## src/rtl/commit_trace_fifo.sv

```systemverilog
// Show-ahead FIFO that buffers retired instructions for a trace consumer.
// Optional per-entry cycle stamp is built when COMMIT_TRACE_STAMP_EN is defined.
module commit_trace_fifo #(
    parameter int WIDTH = 31,
    parameter int REG   = 4,
    parameter int DEPTH = 8
) (
    input  logic                     clk,
    input  logic                     globalReset,
    input  logic                     commitValid,
    input  logic [WIDTH:0]           commitResult,
    input  logic [REG:0]             commitDest,
    input  logic [WIDTH:0]           commitPC,
    input  logic                     commitFlush,
    input  logic                     traceReady,
    input  logic                     clearOverflow,
    output logic                     traceValid,
    output logic [WIDTH:0]           traceResult,
    output logic [REG:0]             traceDest,
    output logic [WIDTH:0]           tracePC,
    output logic                     traceFlush,
    output logic                     full,
    output logic                     empty,
    output logic [$clog2(DEPTH):0]   count,
    output logic                     overflow,
    output logic [31:0]              retiredCount
`ifdef COMMIT_TRACE_STAMP_EN
    ,
    output logic [31:0]              traceStamp
`endif
);

    localparam int AW = $clog2(DEPTH);
    localparam int CW = AW + 1;
    localparam int DW = WIDTH + 1;
    localparam int RW = REG + 1;
`ifdef COMMIT_TRACE_STAMP_EN
    localparam int EW = 2 * DW + RW + 1 + 32;
`else
    localparam int EW = 2 * DW + RW + 1;
`endif

    typedef logic [EW-1:0] entry_t;

    entry_t          mem_q [DEPTH];
    entry_t          mem_d [DEPTH];
    entry_t          entry_in;
    entry_t          head;
    logic [AW-1:0]   wr_ptr_q, wr_ptr_d;
    logic [AW-1:0]   rd_ptr_q, rd_ptr_d;
    logic [CW-1:0]   count_q, count_d;
    logic            overflow_q, overflow_d;
    logic [31:0]     retired_q, retired_d;
    logic            push, pop, drop;

`ifdef COMMIT_TRACE_STAMP_EN
    logic [31:0]     cycle_q, cycle_d;

    assign cycle_d  = cycle_q + 32'd1;
    assign entry_in = {cycle_q, commitFlush, commitPC, commitDest, commitResult};
`else
    assign entry_in = {commitFlush, commitPC, commitDest, commitResult};
`endif

    assign empty      = (count_q == '0);
    assign full       = (count_q == CW'(DEPTH));
    assign traceValid = !empty;
    assign count      = count_q;
    assign overflow   = overflow_q;
    assign retiredCount = retired_q;

    // Popping frees a slot, so a full FIFO still accepts a commit in that cycle.
    assign pop  = traceValid && traceReady;
    assign push = commitValid && (!full || pop);
    assign drop = commitValid && full && !pop;

    assign head        = mem_q[rd_ptr_q];
    assign traceResult = head[DW-1:0];
    assign traceDest   = head[DW +: RW];
    assign tracePC     = head[DW+RW +: DW];
    assign traceFlush  = head[2*DW+RW];
`ifdef COMMIT_TRACE_STAMP_EN
    assign traceStamp  = head[EW-1 -: 32];
`endif

    always_comb begin
        mem_d      = mem_q;
        wr_ptr_d   = wr_ptr_q;
        rd_ptr_d   = rd_ptr_q;
        count_d    = count_q;
        overflow_d = overflow_q;
        retired_d  = retired_q;
        if (push) begin
            mem_d[wr_ptr_q] = entry_in;
            wr_ptr_d        = wr_ptr_q + AW'(1);
        end
        if (pop) begin
            rd_ptr_d = rd_ptr_q + AW'(1);
        end
        case ({push, pop})
            2'b10:   count_d = count_q + CW'(1);
            2'b01:   count_d = count_q - CW'(1);
            default: count_d = count_q;
        endcase
        // A fresh drop wins over a simultaneous clear.
        if (drop) begin
            overflow_d = 1'b1;
        end else if (clearOverflow) begin
            overflow_d = 1'b0;
        end
        if (commitValid) begin
            retired_d = retired_q + 32'd1;
        end
    end

    always_ff @(posedge clk) begin
        mem_q <= mem_d;
    end

    always_ff @(posedge clk or posedge globalReset) begin
        if (globalReset) begin
            wr_ptr_q   <= '0;
            rd_ptr_q   <= '0;
            count_q    <= '0;
            overflow_q <= 1'b0;
            retired_q  <= '0;
`ifdef COMMIT_TRACE_STAMP_EN
            cycle_q    <= '0;
`endif
        end else begin
            wr_ptr_q   <= wr_ptr_d;
            rd_ptr_q   <= rd_ptr_d;
            count_q    <= count_d;
            overflow_q <= overflow_d;
            retired_q  <= retired_d;
`ifdef COMMIT_TRACE_STAMP_EN
            cycle_q    <= cycle_d;
`endif
        end
    end

endmodule
```

## config.mk

```make
export PLATFORM = sky130hd
export DESIGN_NAME = commit_trace_fifo
export DESIGN_NICKNAME = d
export VERILOG_FILES = /design/src/rtl/commit_trace_fifo.sv
export SDC_FILE = /design/constraint.sdc
export NUM_CORES = 1
export LEC_CHECK = 0
export BUFFER_PORTS_ARGS = -buffer_cell sky130_fd_sc_hd__buf_2
export CAP_MARGIN = 10
export CORE_ASPECT_RATIO = 0.75
export CORE_MARGIN = 5
export CORE_UTILIZATION = 59
export CTS_CLUSTER_SIZE = 40
export DETAILED_ROUTE_END_ITERATION = 10
export PLACE_DENSITY = 0.79
export SLEW_MARGIN = 20
export SYNTH_ARGS = -nofsm -noshare
export SYNTH_HDL_FRONTEND = slang
export SYNTH_SLANG_ARGS = --single-unit
```

## constraint.sdc

```tcl
create_clock -name clk -period 8.7 [get_ports clk]
set_input_delay 1.74 -clock clk [delete_from_list [all_inputs] [get_ports clk]]
set_output_delay 1.74 -clock clk [all_outputs]
set_load 0.05 [all_outputs]
```

After elaboration in Yosys (flattened, before gate mapping)
Index checks and enable logic that the tools add are counted.

Input bits: 75. Flip-flop bits (word level): 603. Word-level logic and storage cells: 47.

Multiplexer cells: 9. $lt $le $gt $ge: 3. Bitwise operators: 2. Add/subtract/negate cells: 5. Equality and inequality tests: 3. Reductions and logical operators: 12.

Operator list (number): $bwmux 560 (1); $bmux 70 s3 (1); $demux 70 s3 (1); $mux 70 (3); $add 32x1->32 const B (1); $ge 4x4->1 const B (2); $not 3->4 (2); $pmux 4 s2 (1); $add 3x1->3 const B (2); $logic_and 1x1->1 (5); $add 4x1->4 const B (1); $eq 4x4->1 const B (1); $logic_not 4->1 (1); $lt 4x1->1 const B (1); $reduce_bool 2->1 (2); $sub 4x1->4 const B (1); $logic_not 1->1 (3); $eq 2x1->1 const B (1); $eq 2x2->1 const B (1); $mux 1 (2); $logic_or 1x1->1 (1).

Depth between registers and ports, before layout
Gate-level depths: netlist (run 1).

Depth after elaboration: 7. Depth in mapped cells: 10. Gate-level depth less buffers: 10.

Least setup slack after synthesis (run 1)
OpenSTA, ideal clock, no wires.

Kind: input port to flip-flop. Start: in commitValid. End: reg mem_q[490] in the netlist's numbering (enable). Cell stages on the path: 4. Arrival time: 6.997 ns. Path slack: 1.119 ns. Setup time: 0.584 ns. Buffers on the path: 1. Path through: buf_2 > o21a_1 > nand2b_1 > nor3_1.

Longest elaborated chain between the ends: 1.

Ends and longest elaborated chain: start, declared (RTL line 10) `input logic commitValid,`; $logic_and 1x1->1 (RTL line 74) `assign push = commitValid && (!full || pop);`; end signal, assigned (RTL line 117) `mem_q <= mem_d;`; end, declared (RTL line 45) `entry_t mem_q [DEPTH];`.

Every way passes these cells. A chain may end at the register's enable or synchronous reset.

Worst setup path after layout (run 1)
Start: reg rd_ptr_q[1]. End: out traceResult[22].

Longest elaborated chain between the ends: 4.

Ends and longest elaborated chain: start, declared (RTL line 50) `logic [AW-1:0] rd_ptr_q, rd_ptr_d;`; start signal, assigned (RTL line 132) `rd_ptr_q <= rd_ptr_d;`; $not 3->4 (implied by the code) (RTL line 77) `assign head = mem_q[rd_ptr_q];`; $bmux 70 s3 (RTL line 77); $mux 70 (implied by the code) (2 in a row) (RTL line 77); end, declared (RTL line 18) `output logic [WIDTH:0] traceResult,`.

Every way passes these cells. The select of a mux whose other input is x is not followed.

==> results of run 1 <==
[worst max-delay path by stage]
stage | to | slack [ps] | cells after the start
after floorplan | mem_q[490]$_DFFE_PP_ | 1120 | 4
after global placement | tracePC[15] | 3900 | 4
after detailed placement | traceResult[21] | 3870 | 4
after CTS | traceResult[20] | 3240 | 4
after global routing | tracePC[6] | 3410 | 5
final | traceResult[22] | 3550 | 5
[state kept, by name (all words and copies together) (netlist names)]
register      flops
overflow          1
rd_ptr_q          3
count             4
retiredCount     32
mem_q           560
wr_ptr_q          3
[metal layers]
| layer | vias to the layer above | GRT usage, % |
|---|---|---|
| li1 | 4613 | - |
| met1 | 5642 | 30.1 |
| met2 | 345 | 34.3 |
| met3 | 59 | 4.94 |
| met4 | 14 | 3.46 |
| met5 | - | 0 |
[logic make-up after synthesis]
family,Yosys count
flip-flops,603
multiplexers,213
AND/OR/NAND/NOR,82
buffers and inverters,48
XOR/XNOR,39
AO/OA/AOI/OAI,6
adder cells (fa/ha/maj),6
[cell usage after synthesis, types with 5 or more instances]
cell	count	area (sq um)
and3_1	5	31.3
buf_1	9	33.8
buf_2	9	45.0
buf_6	11	124
clkbuf_1	13	48.8
dfrtp_1	43	1080
edfxtp_1	560	16800
ha_1	6	75.1
inv_1	5	18.8
mux2_2	72	811
mux4_2	140	3150
nand2_1	17	63.8
nand3_1	15	75.1
nand4_1	9	56.3
nor2_1	12	45.0
xnor2_1	27	236
xor2_1	12	105
[stage by stage]
stage / instance area (sq um) / std cells
4_1_cts: 26300 / 1769
5_1_grt: 26300 / 1772
3_3_place_gp: 24600 / 1670
3_5_place_dp: 24600 / 1670
6_report: 26300 / 1774
2_1_floorplan: 23100 / 997
[power breakdown]
part	switching, mW	internal, mW	leakage (nW)
clock	0.991	1.28	0.831
combinational	2.18	1.20	2.45
sequential	0.206	3.57	5.65
total	3.38	6.05	8.93
[final cells by class]
type / instances / area [sq um] / share of cell area, %
flip-flops and latches: 603 / 17900 / 68.0
diodes: 4 / 10.0 / 0.0380
inverters: 6 / 22.5 / 0.0855
repair buffers: 204 / 1090 / 4.16
well taps: 512 / 641 / 2.43
clock buffers: 69 / 1470 / 5.59
multi-input cells: 346 / 4980 / 18.9
clock inverters: 30 / 213 / 0.808
[worst register-to-register path, stage by stage, from the launching register on]
cell and delay, ps:
dfrtp_1 480, or4b_1 210, o21a_1 240, nand2b_1 270, nor2_4 870, buf_4 820
==> run summary, run 1 <==
Reg2Reg Setup Slack - 5410 ps
DR top layer - met5
CP required - 6960 ps
post-CTS sizing - 0
Placer Congestion - 0.787
dpl ws - 3870 ps
register area share after synthesis - 77.5%
met1 WL - 18700 um
CTS sink cnt - 603
largest family of logic cells by synthesized area - multiplexers
Post-Synth XOR/XNOR Area - 1.48%
vias in the first global route - 11269
worst-margin pin slew - 1020 ps
max cap viols - 0
drt wl/cell - 25.5 um
RR Startpoint - count[1]$_DFFE_PP0P_
hold wc startpoint - retiredCount[31]$_DFFE_PP0P_
Die Width - 238 um
skew final - 12.6 ps
CP max FO - 67
die height - 181 um
Fmax achieved - 194 MHz
status - complete, no violations
Reg clk slew, reported paths - 60 ps
Initial Utilization - 60.0%
Post-Route WL - 45200 um
Worst Hold Class - reg -> reg
adder-cell area share of the yosys netlist - 0.325%
r2r worst-path depth - 5
final period utilization - 59.2%
first-pass GRT wire length - 69300 um
Yosys cell types - 38
Layout Nets - 1297
Pins Over Slew Limit - 0
Synth Area in Simple Gates - 2.14%
RSZ-0062 raised after global routing - false
Post-synth EDFFs - 560
Yosys reg bits - 603
Routed Antenna Nets - 0
std cell rows - 62
Hold Path Sink - retiredCount[31]$_DFFE_PP0P_
Synth Area in Compound Gates - 0.157%
yosys warns - 0
most frequent cells in the layout - 560 x edfxtp_1, 184 x buf_2, 140 x mux4_2
hold path depth - 1
mux contribution to synthesized area - 17.2%
Cells after Synth - 997
Final Util - 68.4%
CP Launch Point - rd_ptr_q[1]$_DFFE_PP0P_
clk buf depth - 3
peak supply drop - 0.306 mV
type of destination of the critical path - primary output
Critical Path Source Type - register
Mapped Area - 0.0231 sq mm
slowest stage delay, CP - 800 ps
global route overflow - 0
largest net degree at the start of global routing - 77
fillcell total - 2421
Root Driver - clkbuf_16
initial antenna violation count - 9
Final Worst Setup Slack - 3550 ps
worst path bufs/invs - 3
DRC viols - 0
Worst EP arrival - 3410 ps
DIE AREA - 0.0432 sq mm
Detail Placement HPWL - 24400 um
Min Hold Slack - 484 ps
GRT Overall Usage - 20.9%
First-pass DRT Iterations - 5
average size of a mapped cell - 23.2 sq um
total power - 9.43 mW
via count - 10673
proportion of layout cells with a drive suffix above 1 - 40.5%
# port buffers - 184
post-synthesis net count - 1078
Slowest cell on crit path - buf_4
Hold Vio Cnt, Final - 0
DR vias/cell - 6.02
total CTS buffers - 55
starting DRC count in detailed routing - 938
Period minus WS final - 5150 ps
relative slew slack - 31.5%
crit path cell chain - buf_16 -> buf_4 -> mux4_2 -> mux2_2 -> buf_2
WS Path Type - reg -> out
kind of cell adding the most delay to the critical path - buffers and inverters
TritonCTS clock tree - done
ys flop type - edfxtp_1
Reg-to-Reg End - mem_q[234]$_DFFE_PP_
hold_buf cts - 0
# H-tree levels - 2
Core ar. - 0.0385 sq mm
Worst-Skew Late Latency - 570 ps
most common cell after layout, fill and taps aside - edfxtp_1
I/O pin cnt - 185
Pwr per Cell Area - 358 mW/mm^2
Final setup viols - 0
P&R area growth vs syn - 14.0%
Setup Buffers After CTS - 0
LEAKAGE - 8.93 nW
WL met2 - 22800 um
metal3 WL - 3180 um
asr flop ratio synth - 7.13%
TNS Setup - 0 ps
(Power assumes the default switching activity.)
==> run 2: changes to the inputs <==
CORE_UTILIZATION = 54   (was 59)
PLACE_DENSITY = 0.76   (was 0.79)
clock period = 4.1 ns   (was 8.7 ns; I/O delays follow)
==> run 2 against run 1 <==
Against the previous run: clock skew down 2.8 ps; critical path type unchanged; die area grew 8.8%; global-route usage down 2.0 points; largest power group unchanged; final cell count is 3.6% higher; critical endpoint is now traceResult[14].
==> run summary, run 2 (synthesized netlist as in run 1, its figures left out) <==
status - complete, no violations
vias in the first global route - 11261
WS Path Type - reg -> out
Combinational Power Share - 36.0%
DRC viols - 0
Detail Placement HPWL - 24700 um
worst-margin pin slew - 975 ps
relative slew slack - 34.8%
initial antenna violation count - 8
Post-Route WL - 44500 um
Worst EP arrival - 2870 ps
LEAKAGE - 9.03 nW
TNS Setup - 0 ps
max cap viols - 0
CP max FO - 30
First-pass DRT Iterations - 4
Final Util - 63.3%
Setup Buffers After CTS - 0
Layout Nets - 1304
total power - 20.1 mW
type of destination of the critical path - primary output
GRT Overall Usage - 18.9%
Initial Utilization - 54.8%
largest register by flop count - mem_q
Root Driver - clkbuf_16
internal power - 12.9 mW
Pins Over Slew Limit - 0
proportion of layout cells with a drive suffix above 1 - 41.1%
CP required - 3280 ps
post-CTS sizing - 0
sw power - 7.20 mW
Final setup viols - 0
I/O pin cnt - 185
Placer Congestion - 0.767
DIE AREA - 0.0470 sq mm
skew final - 9.78 ps
Die Width - 249 um
global route overflow - 0
die height - 189 um
Hold Vio Cnt, Final - 0
Period minus WS final - 3690 ps
total CTS buffers - 54
P&R area growth vs syn - 15.5%
Reg clk slew, reported paths - 60 ps
Net Sw Frac - 35.7%
# H-tree levels - 2
TritonCTS clock tree - done
register share of total power - 40.3%
std cell rows - 65
Worst Hold Class - in -> async
final period utilization - 89.9%
Routed Antenna Nets - 0
CTS sink cnt - 603
starting DRC count in detailed routing - 850
hold_buf cts - 0
Pwr per Cell Area - 755 mW/mm^2
Core ar. - 0.0421 sq mm
DR vias/cell - 5.74
fillcell total - 2851
Worst-Skew Late Latency - 570 ps
largest net degree at the start of global routing - 71
most common cell after layout, fill and taps aside - edfxtp_1
RSZ-0062 raised after global routing - false
# port buffers - 184
max FFs per register - 560
first-pass GRT wire length - 68400 um
peak supply drop - 0.574 mV
Clock power frac - 23.7%
Critical Path Source Type - register
clk buf depth - 3
most frequent cells in the layout - 560 x edfxtp_1, 184 x buf_2, 140 x mux4_2
Fmax achieved - 271 MHz
drt wl/cell - 24.2 um
via count - 10549
Min Hold Slack - 342 ps
[run 2: cell type report]
| class | count | area [sq um] | share of cell area, % |
|---|---|---|---|
| clock buffers | 73 | 1520 | 5.69 |
| repair buffers | 212 | 1340 | 5.04 |
| multi-input cells | 346 | 4990 | 18.7 |
| inverters | 6 | 22.5 | 0.0845 |
| diodes | 3 | 7.51 | 0.0282 |
| clock inverters | 26 | 163 | 0.610 |
| flip-flops and latches | 603 | 17900 | 67.2 |
| well taps | 569 | 712 | 2.67 |
[run 2: final timing paths]
check | startpoint | end | slack (ps) | cells after the start
setup / recovery | rd_ptr_q[0]$_DFFE_PP0P_ | traceResult[14] | 410 | 4
hold / removal | globalReset | overflow$_DFFE_PP0P_ | 340 | 2
setup reg to reg | count[1]$_DFFE_PP0P_ | mem_q[448]$_DFFE_PP_ | 1380 | 5
hold reg to reg | retiredCount[31]$_DFFE_PP0P_ | retiredCount[31]$_DFFE_PP0P_ | 470 | 1
max in group asynchronous | globalReset | retiredCount[31]$_DFFE_PP0P_ | 2940 | 3
min in group clk | clearOverflow | overflow$_DFFE_PP0P_ | 420 | 2
[run 2: metal layers]
layer / vias to the layer above / GRT usage [%] / wire length, um
met5: - / 0 / 69
met4: 10 / 4.31 / 845
met3: 68 / 3.85 / 2580
met2: 278 / 31.0 / 22000
met1: 5578 / 26.9 / 19000
li1: 4615 / - / -
[run 2: per-stage QoR]
| step | worst slack [ps] | instance area [sq um] | cells |
|---|---|---|---|
| finish | 414 | 26700 | 1838 |
| global route | 238 | 26700 | 1837 |
| floorplan | -683 | 23100 | 997 |
| CTS | 338 | 26700 | 1835 |
| detailed placement | 972 | 25000 | 1736 |
| global placement | 985 | 25000 | 1736 |
[run 2: power groups by stage]
stage          clock (mW)  sequential (mW)  combinational (mW)
3_5_place_dp            0             8.25                7.33
4_1_cts              4.89             8.13                7.38
3_3_place_gp            0             8.21                7.29
2_1_floorplan           0             8.14                5.64
6_report             4.78             8.11                7.25
5_1_grt              5.17             8.20                7.64
[run 2: critical path, cell delays in order, from the launching register on]
cell     delay [ps]
dfrtp_4         900
buf_12          310
mux4_2          560
mux2_2          280
buf_2           210
==> run 3: changes to the inputs <==
BUFFER_PORTS_ARGS = -buffer_cell sky130_fd_sc_hd__buf_4   (was -buffer_cell sky130_fd_sc_hd__buf_2)
==> run 3 against run 2 <==
Against the previous run: combinational power rose by 5.5%; clock power rose by 3%; routed wire length fell by 0.24%; sequential cell count did not move; total power rose by 2.6%; non-clock buffer count down 2; sequential power is essentially flat; final cell count fell by 0.38%; critical path depth is the same; register-to-register slack improved by 130 ps; design area increased by 1.5%; critical path type unchanged.
==> run summary, run 3 (synthesized netlist as in run 1, its figures left out) <==
DRC viols - 0
Critical Path Source Type - register
Post-Route WL - 44400 um
Inst Count DP - 1734
most frequent cells in the layout - 560 x edfxtp_1, 199 x buf_4, 140 x mux4_2
global route overflow - 0
CTS sink cnt - 603
Worst Hold Class - in -> async
Post-DP Area - 0.0253 sq mm
Initial Utilization - 54.8%
# H-tree levels - 2
skew final - 18.1 ps
TritonCTS clock tree - done
Reg clk slew, reported paths - 60 ps
Layout Nets - 1303
cell area after layout - 0.0271 sq mm
CP max FO - 61
Final setup viols - 0
post-route insts no fill - 1831
Pins Over Slew Limit - 0
CP required - 3280 ps
type of destination of the critical path - primary output
initial antenna violation count - 7
Placer Congestion - 0.753
Period minus WS final - 3720 ps
max cap viols - 0
relative slew slack - 36.5%
largest register by flop count - mem_q
starting DRC count in detailed routing - 731
DR vias/cell - 5.78
total CTS buffers - 55
Die Width - 249 um
GRT Overall Usage - 19.0%
worst-margin pin slew - 952 ps
fillcell total - 2777
P&R area growth vs syn - 17.2%
DIE AREA - 0.0470 sq mm
max FFs per register - 560
clk buf depth - 3
final period utilization - 90.7%
Core ar. - 0.0421 sq mm
Worst-Skew Late Latency - 570 ps
via count - 10582
Hold Vio Cnt, Final - 0
peak supply drop - 0.610 mV
LEAKAGE - 9.13 nW
First-pass DRT Iterations - 6
Detail Placement HPWL - 25500 um
largest net degree at the start of global routing - 71
drt wl/cell - 24.3 um
die height - 189 um
Root Driver - clkbuf_16
WS Path Type - reg -> out
I/O pin cnt - 185
vias in the first global route - 11122
hold_buf cts - 0
proportion of layout cells with a drive suffix above 1 - 40.6%
most common cell after layout, fill and taps aside - edfxtp_1
Routed Antenna Nets - 0
first-pass GRT wire length - 69000 um
r2r worst-path depth - 10
RSZ-0062 raised after global routing - false
Pwr per Cell Area - 763 mW/mm^2
# port buffers - 184
status - complete, no violations
Fmax achieved - 269 MHz
Worst EP arrival - 2900 ps
post-CTS sizing - 0
std cell rows - 65
Setup Buffers After CTS - 0
TNS Setup - 0 ps
-- run 3: worst max-delay path: stages, from the launching register on --
cell and delay [ps]:
dfrtp_4 1040, buf_4 390, mux4_2 340, mux2_2 290, buf_4 190
-- run 3: worst paths after layout --
kind | startpoint | to | slack [ps]
min | globalReset | overflow$_DFFE_PP0P_ | 370
min in group clk | clearOverflow | overflow$_DFFE_PP0P_ | 430
min reg2reg | retiredCount[31]$_DFFE_PP0P_ | retiredCount[31]$_DFFE_PP0P_ | 470
max | rd_ptr_q[1]$_DFFE_PP0P_ | tracePC[12] | 380
max reg2reg | count[1]$_DFFE_PP0P_ | count[2]$_DFFE_PP0P_ | 1510
max in group asynchronous | globalReset | retiredCount[15]$_DFFE_PP0P_ | 2900
-- run 3: report_power, final --
group / internal, mW / leakage [nW] / switching (mW)
Sequential: 7.58 / 5.65 / 0.511
Combinational: 3.04 / 2.64 / 4.61
Clock: 2.82 / 0.838 / 2.09
-- run 3: area by class of cell --
cell class / instances / area, sq um / share of cell area, %
clock inverters: 27 / 265 / 0.980
multi-input cells: 346 / 4990 / 18.4
flip-flops and latches: 603 / 17900 / 66.1
inverters: 6 / 22.5 / 0.0832
diodes: 1 / 2.50 / 0.00924
well taps: 569 / 712 / 2.63
repair buffers: 210 / 1710 / 6.33
clock buffers: 69 / 1460 / 5.39
-- run 3: metrics by stage --
| step | hold WS, ps | util, % | power, mW | setup slack (ps) |
|---|---|---|---|---|
| 2_1_floorplan | 485 | - | 13.8 | -683 |
| 3_3_place_gp | 464 | 60.2 | 15.9 | 971 |
| 3_5_place_dp | 467 | 60.2 | 16.0 | 959 |
| 4_1_cts | 367 | 64.3 | 20.9 | 338 |
| 5_1_grt | 415 | 64.3 | 21.6 | 277 |
| 6_report | 374 | 64.3 | 20.7 | 379 |
-- run 3: routing by layer --
metal | up-vias | wire [um] | global-route usage (%)
met3 | 55 | 2940 | 4.31
li1 | 4602 | - | -
met2 | 320 | 21700 | 30.2
met1 | 5593 | 19100 | 27.9
met5 | - | 74 | 0
met4 | 12 | 612 | 3.52
